<file path="src/rtl/imem_boot_loader_if.sv">
// ---------------------------------------------------------------------------
// imem_boot_loader_if
// Purpose : valid/ready word stream that feeds the instruction-memory boot
//           loader (bench driver today, UART bridge later).
// Signals : s_valid  source -> sink  word valid
//           s_data   source -> sink  DATA_W-bit stream word
//           s_ready  sink -> source  sink accepts; transfer = s_valid & s_ready
// Modports: master = stream source, slave = loader side
// ---------------------------------------------------------------------------
interface imem_boot_loader_if #(
  parameter int DATA_W = 32
);
  logic              s_valid;
  logic [DATA_W-1:0] s_data;
  logic              s_ready;

  modport master (output s_valid, output s_data, input  s_ready);
  modport slave  (input  s_valid, input  s_data, output s_ready);
endinterface

</file>
<file path="src/rtl/imem_boot_loader.sv">
// ---------------------------------------------------------------------------
// imem_boot_loader
// Purpose : streams a program image into instruction memory and keeps the
//           core in reset until the whole image is written and its XOR
//           checksum matches. Frame = length word, N payload words, checksum.
// Ports   : clk, reset      clock, synchronous active-high reset
//           s (slave)       stream input (s_valid / s_data / s_ready)
//           imem_we/addr/wdata  imem write port, one pulse per payload word
//           core_reset      high while the core must stay held
//           load_done       image verified, core released (sticky)
//           load_err        bad length or checksum (sticky until reset)
//           word_cnt        payload words written in the current frame
// ---------------------------------------------------------------------------
module imem_boot_loader #(
  parameter int ADDR_W   = 6,
  parameter int DATA_W   = 32,
  parameter int RST_HOLD = 2
) (
  input  logic              clk,
  input  logic              reset,
  imem_boot_loader_if.slave s,
  output logic              imem_we,
  output logic [ADDR_W-1:0] imem_addr,
  output logic [DATA_W-1:0] imem_wdata,
  output logic              core_reset,
  output logic              load_done,
  output logic              load_err,
  output logic [ADDR_W:0]   word_cnt
);

  localparam int HW = (RST_HOLD < 2) ? 1 : $clog2(RST_HOLD + 1);
  // Largest legal length: a full imem, which needs the extra count bit.
  localparam logic [ADDR_W:0] CAP = (ADDR_W+1)'(1) << ADDR_W;

  typedef enum logic [2:0] {
    S_WAIT_LEN, S_LOAD, S_CHECK, S_HOLD, S_RUN, S_ERROR
  } state_e;

  state_e              state_q, state_d;
  logic                imem_we_q;
  logic [ADDR_W-1:0]   imem_addr_q;
  logic [DATA_W-1:0]   imem_wdata_q;
  logic [ADDR_W:0]     word_cnt_q;
  logic [ADDR_W:0]     len_q;
  logic [DATA_W-1:0]   acc_q;
  logic [HW-1:0]       hold_q;

  logic                hs;
  logic [ADDR_W:0]     len_in;
  logic                len_bad;
  logic                last_word;

  assign hs        = s.s_valid & s.s_ready;
  assign len_in    = s.s_data[ADDR_W:0];
  assign len_bad   = (len_in == '0) || (len_in > CAP);
  assign last_word = (word_cnt_q + 1'b1) == len_q;

  // State register
  always_ff @(posedge clk) begin
    if (reset) state_q <= S_WAIT_LEN;
    else       state_q <= state_d;
  end

  // Next-state logic
  always_comb begin
    state_d = state_q;
    case (state_q)
      S_WAIT_LEN: if (hs) state_d = len_bad ? S_ERROR : S_LOAD;
      S_LOAD:     if (hs && last_word) state_d = S_CHECK;
      // acc_q already holds the last payload word: it was folded in on accept.
      S_CHECK:    if (hs) state_d = (s.s_data == acc_q) ? S_HOLD : S_ERROR;
      // Leave on the cycle the counter steps 1 -> 0, so HOLD lasts RST_HOLD cycles.
      S_HOLD:     if (hold_q == HW'(1)) state_d = S_RUN;
      S_RUN:      state_d = S_RUN;
      S_ERROR:    state_d = S_ERROR;
      default:    state_d = S_ERROR;
    endcase
  end

  // Outputs decoded from state only; s_ready never looks at s_valid.
  always_comb begin
    s.s_ready  = 1'b0;
    core_reset = 1'b1;
    load_done  = 1'b0;
    load_err   = 1'b0;
    case (state_q)
      S_WAIT_LEN, S_LOAD, S_CHECK: s.s_ready = !reset;
      S_RUN: begin
        core_reset = 1'b0;
        load_done  = 1'b1;
      end
      S_ERROR: load_err = 1'b1;
      default: ;
    endcase
  end

  // Datapath: length, write port, counters, checksum accumulator.
  always_ff @(posedge clk) begin
    if (reset) begin
      imem_we_q    <= 1'b0;
      imem_addr_q  <= '0;
      imem_wdata_q <= '0;
      word_cnt_q   <= '0;
      len_q        <= '0;
      acc_q        <= '0;
      hold_q       <= '0;
    end else begin
      imem_we_q <= 1'b0;
      case (state_q)
        S_WAIT_LEN: if (hs) len_q <= len_in;
        S_LOAD: if (hs) begin
          imem_we_q    <= 1'b1;
          imem_addr_q  <= word_cnt_q[ADDR_W-1:0];
          imem_wdata_q <= s.s_data;
          word_cnt_q   <= word_cnt_q + 1'b1;
          acc_q        <= acc_q ^ s.s_data;
        end
        S_CHECK: if (hs) hold_q <= HW'(RST_HOLD);
        S_HOLD:  hold_q <= hold_q - 1'b1;
        default: ;
      endcase
    end
  end

  assign imem_we    = imem_we_q;
  assign imem_addr  = imem_addr_q;
  assign imem_wdata = imem_wdata_q;
  assign word_cnt   = word_cnt_q;

endmodule

</file>
<file path="src/flat_wrapper.sv">
// flat-port wrapper written by rule: the top's interface ports become plain ports
module imem_boot_loader_flat 
#(
  parameter int ADDR_W   = 6,
  parameter int DATA_W   = 32,
  parameter int RST_HOLD = 2
)
  (clk, reset, imem_we, imem_addr, imem_wdata, core_reset, load_done, load_err, word_cnt, s_s_valid, s_s_data, s_s_ready);
  imem_boot_loader_if #(.DATA_W(DATA_W)) s_i ();
  input  logic clk;
  input  logic reset;
  output logic imem_we;
  output logic [ADDR_W-1:0] imem_addr;
  output logic [DATA_W-1:0] imem_wdata;
  output logic core_reset;
  output logic load_done;
  output logic load_err;
  output logic [ADDR_W:0] word_cnt;
  input wire logic [$bits(s_i.s_valid)-1:0] s_s_valid;
  input wire logic [$bits(s_i.s_data)-1:0] s_s_data;
  output wire logic [$bits(s_i.s_ready)-1:0] s_s_ready;
  assign s_i.s_valid = s_s_valid;
  assign s_i.s_data = s_s_data;
  assign s_s_ready = s_i.s_ready;
  imem_boot_loader #(.ADDR_W(ADDR_W), .DATA_W(DATA_W), .RST_HOLD(RST_HOLD)) u_core (.clk(clk), .reset(reset), .s(s_i), .imem_we(imem_we), .imem_addr(imem_addr), .imem_wdata(imem_wdata), .core_reset(core_reset), .load_done(load_done), .load_err(load_err), .word_cnt(word_cnt));
endmodule
</file>
<file path="config.mk">
export PLATFORM = sky130hd
export DESIGN_NAME = imem_boot_loader_flat
export DESIGN_NICKNAME = d
export VERILOG_FILES = /design/src/rtl/imem_boot_loader_if.sv /design/src/rtl/imem_boot_loader.sv /design/src/flat_wrapper.sv
export SDC_FILE = /design/constraint.sdc
export NUM_CORES = 1
export LEC_CHECK = 0
export CAP_MARGIN = 20
export CORE_ASPECT_RATIO = 0.8
export CORE_MARGIN = 1
export CORE_UTILIZATION = 40
export CTS_CLUSTER_SIZE = 12
export DETAILED_ROUTE_END_ITERATION = 10
export PLACE_DENSITY = 0.66
export RECOVER_POWER = 50
export SLEW_MARGIN = 15
export SYNTH_ARGS = -nofsm -noshare
export SYNTH_HDL_FRONTEND = slang
export SYNTH_SLANG_ARGS = --single-unit
</file>
<file path="constraint.sdc">
create_clock -name clk -period 5.1 [get_ports clk]
set_input_delay 1.02 -clock clk [delete_from_list [all_inputs] [get_ports clk]]
set_output_delay 1.02 -clock clk [all_outputs]
set_load 0.005 [all_outputs]
</file>
* After elaboration in Yosys (flattened, before gate mapping) *
Cells that the tools add are included.

word-level totals
  register bits after elaboration = 90
  input bits = 35
  output and inout bits = 50
  logic and storage cells = 52

cells by class
  magnitude comparators = 1
  add/subtract/negate cells = 2
  equal/unequal tests = 12
  reductions and logical operators = 12
  bitwise operators = 3
  muxes and demuxes = 14

operators with widths
  operator                                                                count
  32-bit equality test                                                    1
  32-bit XOR                                                              1
  3-bit 2-to-1 mux                                                        6
  3-bit case mux with 5 select lines                                      1
  2-bit by 1-bit != test with 1-bit output (second input constant)        4
  7-bit by 1-bit adder with 7-bit output (second input constant)          1
  7-bit equality test                                                     1
  7-bit greater-than comparator (second input constant)                   1
  7-bit logical NOT                                                       1
  3-bit by 2-bit equality test with 1-bit output (second input constant)  2
  3-bit equality test (second input constant)                             2
  2-bit AND reduction                                                     3
  1-bit 2-to-1 mux                                                        5
  2-bit case mux with 2 select lines                                      1
  4-bit AND reduction                                                     1
  3-bit by 1-bit equality test with 1-bit output (second input constant)  1
  3-bit logical NOT                                                       1
  3-bit OR reduction                                                      1
  2-bit by 1-bit equality test with 1-bit output (second input constant)  1
  2-bit 2-to-1 mux                                                        1
  2-bit nonzero test                                                      1
  2-bit OR reduction                                                      1
  2-bit by 1-bit subtractor with 2-bit output (second input constant)     1
  1-bit AND                                                               1
  4 further kinds                                                         4

* Logic depth before layout (Yosys ltp) *
  word-level depth = 7
  depth in mapped cells = 8
  mapped depth without buffers = 6

* Least setup slack after synthesis *
Ideal clock, no wire load.

  path kind = input to output
  start = input reset
  end = output s_s_ready
  required time = 4080 ps
  path slack = 2140 ps
  cell stages on the path = 4
  data arrival time = 1940 ps
  path buffers = 3
  cells stage by stage = clkbuf_1 clkbuf_1 buf_1 nor2_1

on the way
  cells in the longest elaborated chain, start to end = 2

RTL lines
  element            line                    text
  from (decl)        flat_wrapper.sv:11      input logic reset;
  1-bit logical NOT  imem_boot_loader.sv:87  S_WAIT_LEN, S_LOAD, S_CHECK: s.s_ready = !reset;
  1-bit 2-to-1 mux   imem_boot_loader.sv:86  case (state_q)
  to (decl)          flat_wrapper.sv:21      output wire logic [$bits(s_i.s_ready)-1:0] s_s_ready;

No other way between the ends.

* Final worst setup path *
Same ends and word-level chain as after synthesis.

==> metrics.csv <==
metric,value,unit
fin_area,4985,um2
cts_tree,built,
dr.pass1.iters,7,
drt_iter0_markers,140,
leakage,0.001980,uW
finalMaxSlewViolations,93,
slew_headroom,-18.89,%
reg2reg_to,u_core.acc_q[31],
yosysUniqueCellTypes,39,
period_needed,4.037,ns
port_buffers,84,
min_from,u_core.imem_wdata[8],
dieArea,9909,um2
required,4.08,ns
clock_latency,0.34,ns
startpoint_type,primary input,
holdCritPathClass,register to register,
initial_core_util,41.57,%
outcome,"complete, but fails checks",
yosys.area.top_type,dfxtp_1,
postCtsHoldBufs,0,
synth_most_common_cell,dfxtp_1,
die_h,89.24,um
dpl.hpwl,6010,um
hold_slack,0.4500,ns
synth_ff_type,dfxtp_1,
antenna_found_initial,0,
whs_endpoint,u_core.imem_wdata[8],
synthCells,442,
h-tree-depth,3,
grt_pass1_wl,14580,um
timing.fmax,247.7,MHz
synth_top_cells_by_area,"dfxtp_1 47%, xnor2_1 9.2%, xor2_1 9.0%, nand2_1 8.5%, nor2_1 5.4%",
r2r_slack,2.06,ns
worst_pin_slew,1.783,ns
p_per_area,310.7,nW/um2
yosysSeqAreaShare,47.35,%
crit_path_end_kind,output pin,
grt_usage,19.05,%
drt-total-wl,8786,um
rr_startpoint,u_core.state_q[0],
postCtsSetupBuffers,0,
ir_drop,183.4,uV
timing_hold_violations_final,0,
ant_nets,0,
place_inst,620,
cap_violations,1,
drc,8,
cts_max_path_buffers,2,
stdcell_count,634,
clock-sinks,90,
grt_pass1_vias,3033,
clk_pin_slew,0.06,ns
wire_per_inst,13.86,um
vias,3172,
grt_overflow_total,0,
avgViaCountPerCell,5.003,
netlist_area,3805,um2
grt_max_degree,93,
critPathKind,primary input to output pin,
violations,"design-rule violations, max-capacitance violations, max-slew violations",
fin_nets,553,
dieWidth,111.0,um
setup_viol,0,
period_share,79.15,%
syn_avg_cell_area,8.608,um2
rsz0062_at_grt,false,
layout-drive-gt1-share,3.468,%
placed_area,4695,um2
cp_data_arrival_time,3.02,ns
ys_warn_count,0,
crit_path_max_fanout,92,
syn2layout_area_growth,31.01,%
num_io_pins,85,
min_path_cells,2,
tns,0,ns
place.gp.congestion,0.7745,
synth_top_area_share,47.35,%
fill_cells,888,
ctsResizeCount,0,
rows,31,
r2r.worst_path.cells,7,
cts_root_buf,clkbuf_16,
async_flop_share,0,%
num_antenna_cells,0,
cts_buffers,9,
skew,0.003244,ns
synthTopCellsByCount,"90 x dfxtp_1, 86 x nand2_1, 55 x nor2_1",
core,9154,um2
synth_nets,479,
synth_edf_count,0,
ys_ff_latch,90,
layer usage:
metal	part of all wire [%]	up-vias	GRT usage, %
li1	-	1597	-
met2	47	89	32.59
met4	1.3	0	7.002
met5	0	-	0
met1	44	1475	22.75
met3	7.3	11	6.373
flip-flops by register name (all words and copies together), names as in the netlist:
register	count
u_core.acc_q	32
u_core.hold_q	2
u_core.imem_addr	6
u_core.imem_wdata	32
u_core.imem_we	1
u_core.len_q	7
u_core.state_q	3
u_core.word_cnt	7
final cells by class:
cell class	instances	area, um2	area share (%)
clock buffers	11	252.7	5.070
clock inverters	3	40.04	0.8032
inverters	6	22.52	0.4518
multi-input cells	323	1876	37.63
flip-flops and latches	90	1802	36.14
well taps	115	143.9	2.887
repair buffers	86	848.3	17.02
worst max-delay path, cell delays in order:
cell and delay (ns):
buf_2 0.09, clkbuf_2 1.28, nor2_1 0.11, clkdlybuf4s50_1 0.51
worst max path at each step:
stage               slack (ns)      start                 end
finish                    1.06      reset           s_s_ready
CTS                       1.65      reset           s_s_ready
global route              0.86      reset           s_s_ready
floorplan                 2.14      reset           s_s_ready
global placement          1.60  s_s_valid  u_core.word_cnt[4]
detailed placement        1.50  s_s_valid    u_core.acc_q[31]
cell usage in the layout, fill, tap and decap left out, types with 4 or more instances in the layout:
| cell type | count |
|---|---|
| dfxtp_1 | 90 |
| dlygate4sd3_1 | 51 |
| nor3_1 | 7 |
| clkbuf_16 | 9 |
| nand2_1 | 86 |
| mux2i_1 | 8 |
| nand3_1 | 4 |
| a21oi_1 | 41 |
| inv_1 | 6 |
| clkdlybuf4s50_1 | 32 |
| xnor2_1 | 40 |
| xor2_1 | 39 |
| nand4_1 | 12 |
| nor2_1 | 55 |
power by group:
part           internal (uW)  switching (uW)
combinational           77.6            76.4
clock                    399             252
sequential               725            18.4
metrics by stage:
| step | setup WS [ns] | total power (uW) | utilization, % |
|---|---|---|---|
| floorplan | 2.140 | 844.8 | - |
| global placement | 1.596 | 913.6 | 51.28 |
| detailed placement | 1.499 | 916.9 | 51.28 |
| CTS | 1.649 | 1577 | 54.48 |
| global route | 0.8615 | 1615 | 54.46 |
| finish | 1.063 | 1549 | 54.46 |
kinds of logic after synthesis:
logic type	share of synthesized area, %
buf+inv	3.354
flops	47.35
mux	2.105
xor+xnor	18.18
fa+ha+maj	0.6576
simple gates	19.17
compound gates	9.175
Note: power is estimated with default switching activity, not from simulation.
